File: config.mk
export PLATFORM = sky130hd
export DESIGN_NAME = async_fifo_rd_fwft
export DESIGN_NICKNAME = d
export VERILOG_FILES = /design/src/rtl/async_fifo_rd_fwft_pkg.sv /design/src/rtl/async_fifo_rd_fwft.sv
export SDC_FILE = /design/constraint.sdc
export NUM_CORES = 1
export LEC_CHECK = 0
export ABC_AREA = 1
export CAP_MARGIN = 25
export CORE_MARGIN = 2
export CORE_UTILIZATION = 38
export CTS_BUF_LIST = sky130_fd_sc_hd__clkbuf_16
export DETAILED_ROUTE_END_ITERATION = 16
export GPL_ROUTABILITY_DRIVEN = 1
export GPL_TIMING_DRIVEN = 0
export SYNTH_ARGS = -nofsm -noshare
export SYNTH_HDL_FRONTEND = slang
export SYNTH_SLANG_ARGS = --single-unit
File: constraint.sdc
create_clock -name rclk_i -period 3.8 [get_ports rclk_i]
set_input_delay 0.76 -clock rclk_i [delete_from_list [all_inputs] [get_ports rclk_i]]
set_output_delay 0.76 -clock rclk_i [all_outputs]
set_load 0.02 [all_outputs]
File: src/rtl/async_fifo_rd_fwft_pkg.sv
// Shared helpers for the async FIFO read-domain output stage.
package async_fifo_rd_fwft_pkg;

  // Width of the output-buffer word count (holds 0..2).
  localparam int COUNT_W = 2;

  // Occupancy seen by the issue logic: buffered words plus the in-flight
  // read, minus the word leaving this cycle. Computed in 3 bits so the sum
  // cannot wrap. A pop implies count >= 1, so the subtraction never underflows.
  function automatic logic [2:0] fwft_occupancy(
    input logic [COUNT_W-1:0] count,
    input logic               inflight,
    input logic               pop
  );
    return {1'b0, count} + {2'b00, inflight} - {2'b00, pop};
  endfunction

endpackage

File: src/rtl/async_fifo_rd_fwft.sv
// Read-domain output stage of the async FIFO: turns the rd_en/rempty
// interface with one-cycle RAM read latency into a first-word-fall-through
// valid/ready stream using a 2-entry (head + skid) buffer.
module async_fifo_rd_fwft
  import async_fifo_rd_fwft_pkg::*;
#(
  parameter int DATA_WIDTH = 32
) (
  input  logic                  rclk_i,
  input  logic                  rresetn_i,
  input  logic                  rempty_i,
  output logic                  rd_en_o,
  input  logic [DATA_WIDTH-1:0] rdata_i,
  output logic                  m_valid_o,
  input  logic                  m_ready_i,
  output logic [DATA_WIDTH-1:0] m_data_o,
  output logic [1:0]            m_count_o
);

  localparam logic [2:0] BUF_DEPTH = 3'd2;

  logic [COUNT_W-1:0]    r_count;
  logic                  r_inflight;
  logic                  r_valid;
  logic [DATA_WIDTH-1:0] r_head;
  logic [DATA_WIDTH-1:0] r_skid;

  logic                  w_pop;
  logic                  w_issue;
  logic [2:0]            w_occ;
  logic [COUNT_W-1:0]    w_count_nxt;
  logic [DATA_WIDTH-1:0] w_head_nxt;
  logic [DATA_WIDTH-1:0] w_skid_nxt;

  assign w_pop = r_valid & m_ready_i;
  assign w_occ = fwft_occupancy(r_count, r_inflight, w_pop);
  // Held low during reset so the pointer controller never advances while
  // the output stage is being cleared.
  assign w_issue = rresetn_i & ~rempty_i & (w_occ < BUF_DEPTH);

  // Buffer next-state: capture the in-flight RAM word and/or retire the head.
  always_comb begin
    w_count_nxt = r_count;
    w_head_nxt  = r_head;
    w_skid_nxt  = r_skid;
    case ({r_inflight, w_pop})
      2'b10: begin
        case (r_count)
          2'd0: begin
            w_head_nxt  = rdata_i;
            w_count_nxt = 2'd1;
          end
          2'd1: begin
            w_skid_nxt  = rdata_i;
            w_count_nxt = 2'd2;
          end
          default: begin
          end
        endcase
      end
      2'b01: begin
        case (r_count)
          2'd2: begin
            w_head_nxt  = r_skid;
            w_count_nxt = 2'd1;
          end
          2'd1: begin
            w_count_nxt = 2'd0;
          end
          default: begin
          end
        endcase
      end
      2'b11: begin
        case (r_count)
          2'd1: begin
            w_head_nxt = rdata_i;
          end
          2'd2: begin
            w_head_nxt = r_skid;
            w_skid_nxt = rdata_i;
          end
          default: begin
          end
        endcase
      end
      default: begin
      end
    endcase
  end

  // Register stage: buffer, count, registered valid and in-flight flag.
  always_ff @(posedge rclk_i or negedge rresetn_i) begin
    if (!rresetn_i) begin
      r_count    <= 2'd0;
      r_inflight <= 1'b0;
      r_valid    <= 1'b0;
      r_head     <= {DATA_WIDTH{1'b0}};
      r_skid     <= {DATA_WIDTH{1'b0}};
    end else begin
      r_count    <= w_count_nxt;
      r_inflight <= w_issue;
      r_valid    <= (w_count_nxt != 2'd0);
      r_head     <= w_head_nxt;
      r_skid     <= w_skid_nxt;
    end
  end

  assign rd_en_o   = w_issue;
  assign m_valid_o = r_valid;
  assign m_data_o  = r_head;
  assign m_count_o = r_count;

endmodule
==> out/metrics.yaml <==
status:
  outcome: "completed"
worst_hold_path:
  hold_start: "m_data_o[2]"
  whs_path_depth: 2
  hp-class: "reg2reg"
  min_to: "m_data_o[2]"
clocking:
  root_buffer: "clkbuf_16"
  clk_latency_ns: 0.33
  cts.sink_count: 68
  clk_pin_slew_ns: 0.06
  clockBufferDepth: 2
  cts_setup_buffers: 0
  cts_buffers: 9
  h-tree-depth: 3
  cts_tree: "built"
detailed_routing:
  avgViaCountPerCell: 4.37
  vias: 2720
  drt_pass1_iterations: 4
  drtAntennaViolNets: 0
  wl_mm: 7.43
  drt_iter0_drc: 133
  wl_per_cell_um: 11.9
  drc: 0
place:
  dp.final_hpwl_mm: 5.03
  dp_slack_ns: -0.231
  place_area_um2: 4160
  dp.cells: 607
  gp_congestion: 0.787
  portBuffers: 71
critical_path:
  crit_path_start: "m_ready_i"
  reg2reg_depth: 8
  cp_max_fo: 3
  arrival_ns: 2.81
  r2r_end: "r_inflight"
  reg2reg_from: "m_valid_o"
  critPathRequiredTime_ns: 3.04
  worstSetupStartpointType: "input port"
  worst-setup-path-type: "in2out"
  r2r_slack_ns: 1.88
  end_kind: "output port"
timing:
  setup_viol: 0
  rsz0062_at_grt: "no"
  setup_ws_ns: 0.233
  hold_viol_final: 0
  finalCritPeriodShare_pct: 93.9
  layout_min_cycle_time_ns: 3.57
  slew_headroom_pct: 41.6
  timing.fmax_mhz: 280
  tightest_slew_ns: 0.875
  slew_viol_final: 0
  skew_ns: 0.00708
  holdWs_ns: 0.475
floorplan:
  die-area_um2: 9500
  io_pins: 72
  initial_core_util_pct: 38.6
  die_x_um: 97.4
  core_um2: 8590
  rows: 34
  die_height_um: 97.4
final_layout:
  fin_util_pct: 52.1
  final_cells: 623
  stdcell_area_um2: 4480
  layout-drive-gt1-share_pct: 8.35
  final_nets: 555
  area_delta_synth_final_pct: 34.9
  diodes: 0
global_routing:
  grt_pass1_wl_mm: 12.7
  antenna_found_initial: 0
  track_usage_pct: 16.5
  grt_max_degree: 70
  overflow: 0
  grt_pass1_vias: 2707
synth:
  synth_top_area_share_pct: 51.3
  syn_nets: 473
  synth_top_cell_by_area: "dfrtp_1"
  yosysWarnings: 0
  yosysSeqAreaShare_pct: 51.3
  yosysUniqueCellTypes: 19
  synth_edf_count: 0
  synth_area_um2: 3320
  synthCells: 428
  syn_area_per_cell_um2: 7.75
  synth_area_leaders: "dfrtp_1 51%, nand2_1 27%, inv_1 5.0%"
  synthFlopType: "dfrtp_1"
  ys_seq_elements: 68
  synth-async-reset-ratio_pct: 100
power_and_ir_drop:
  power_leakage_nw: 2.43
  clock_power_share_pct: 22.7
  power_frac_seq_pct: 32.0
  cellPowerDensity_nw_per_um2: 868
  comb_power_share_pct: 45.3
  p_sw_mw: 1.50
  p_int_mw: 2.38
  irDropWorstVdd_mv: 0.340
  sw_frac_of_total_pct: 38.7
job:
  drv_cap: 0
[logic make-up after synthesis]
family                     after synthesis  share of synthesized area, %
AOI/OAI and AO/OA                       38                          5.73
and+or+nand+nor                        248                          29.3
buffers and inverters                   64                          9.84
xor gates and xnor gates                 1                         0.264
DFF                                     68                          51.3
adders and majority gates                9                          3.62
[power groups by stage]
| stage | Sequential [mW] | Combinational [mW] | Clock [mW] |
|---|---|---|---|
| 5_1_grt | 1.28 | 1.98 | 0.936 |
| 2_1_floorplan | 1.43 | 0.940 | 0 |
| 3_5_place_dp | 1.25 | 1.79 | 0 |
| 3_3_place_gp | 1.24 | 1.76 | 0 |
| 6_report | 1.24 | 1.76 | 0.882 |
| 4_1_cts | 1.25 | 1.79 | 0.900 |
[layer usage]
metal  share of wire (%)  GRT usage (%)  vias up
met2                  46           26.0       56
met5                   0              0        -
met1                  49           22.5     1223
li1                    -              -     1439
met3                 4.6           3.38        2
met4                0.35           6.30        0
[Yosys cell counts (2+ instances only)]
| cell type | count |
|---|---|
| buf_6 | 7 |
| buf_4 | 8 |
| dfrtp_1 | 68 |
| a21oi_1 | 2 |
| o21ai_1 | 32 |
| buf_2 | 3 |
| nand2_1 | 239 |
| inv_2 | 2 |
| inv_1 | 44 |
| nand2_2 | 4 |
| ha_1 | 8 |
| o21ai_0 | 4 |
[layout make-up]
type	instances	area [µm²]
Timing Repair Buffer	71	703
Inverter	46	173
Clock buffer	9	225
Sequential cell	68	1700
Tap cell	108	135
Multi-Input combinational cell	296	1290
Clock inverter	7	93.8
Buffer	18	154
Fill cell	847	4120
[worst max-delay path, cell delays in order]
cell,delay [ns]
clkdlybuf4s50_1,0.46
nand2_1,0.09
inv_1,0.09
ha_1,0.25
inv_1,0.10
nand2_1,0.07
fa_1,0.48
nand2_1,0.05
nor3_1,0.25
clkbuf_2,0.21
[registers in the layout, summed over array words and instances (netlist names)]
name and count:
r_inflight 1, r_skid 32, m_count_o 2, m_valid_o 1
m_data_o 32
[cells in the final DEF, fill, tap and decap left out, drive strengths merged]
| cell | Yosys | layout |
|---|---|---|
| ha | 8 | 8 |
| xor2 | 1 | 1 |
| fa | 1 | 1 |
| inv | 46 | 48 |
| clkinv | 0 | 3 |
| nand3 | 3 | 3 |
| buf | 18 | 19 |
| a21oi | 2 | 2 |
| nand2 | 243 | 243 |
| clkbuf | 0 | 10 |
| clkdlybuf4s50 | 0 | 69 |
| bufinv | 0 | 2 |
| dfrtp | 68 | 68 |
| o21ai | 36 | 36 |
| nor3 | 1 | 1 |
| nor2 | 1 | 1 |
[metrics by stage]
| stage | power (mW) | setup TNS, ns |
|---|---|---|
| floorplan | 2.37 | 0 |
| global placement | 3.00 | -32.78 |
| detailed placement | 3.04 | -0.231 |
| CTS | 3.94 | 0 |
| global route | 4.20 | 0 |
| finish | 3.89 | 0 |
[how the worst max path moves through the flow]
| stage | to | slack (ns) | depth (start not counted) |
|---|---|---|---|
| after detailed placement | rd_en_o | -0.23 | 10 |
| after floorplan | rd_en_o | 0.67 | 8 |
| after global routing | rd_en_o | 0.07 | 10 |
| after global placement | rd_en_o | -1.61 | 4 |
| after CTS | rd_en_o | 0.06 | 10 |
| final | rd_en_o | 0.23 | 10 |
[what timing repair did]
action,in CTS,in global routing
endpoints found under the hold margin,0,0
setup endpoints to repair,1,1
hold buffers,0,0
resized for setup,1,3
Power figures use the tool's default switching activity.
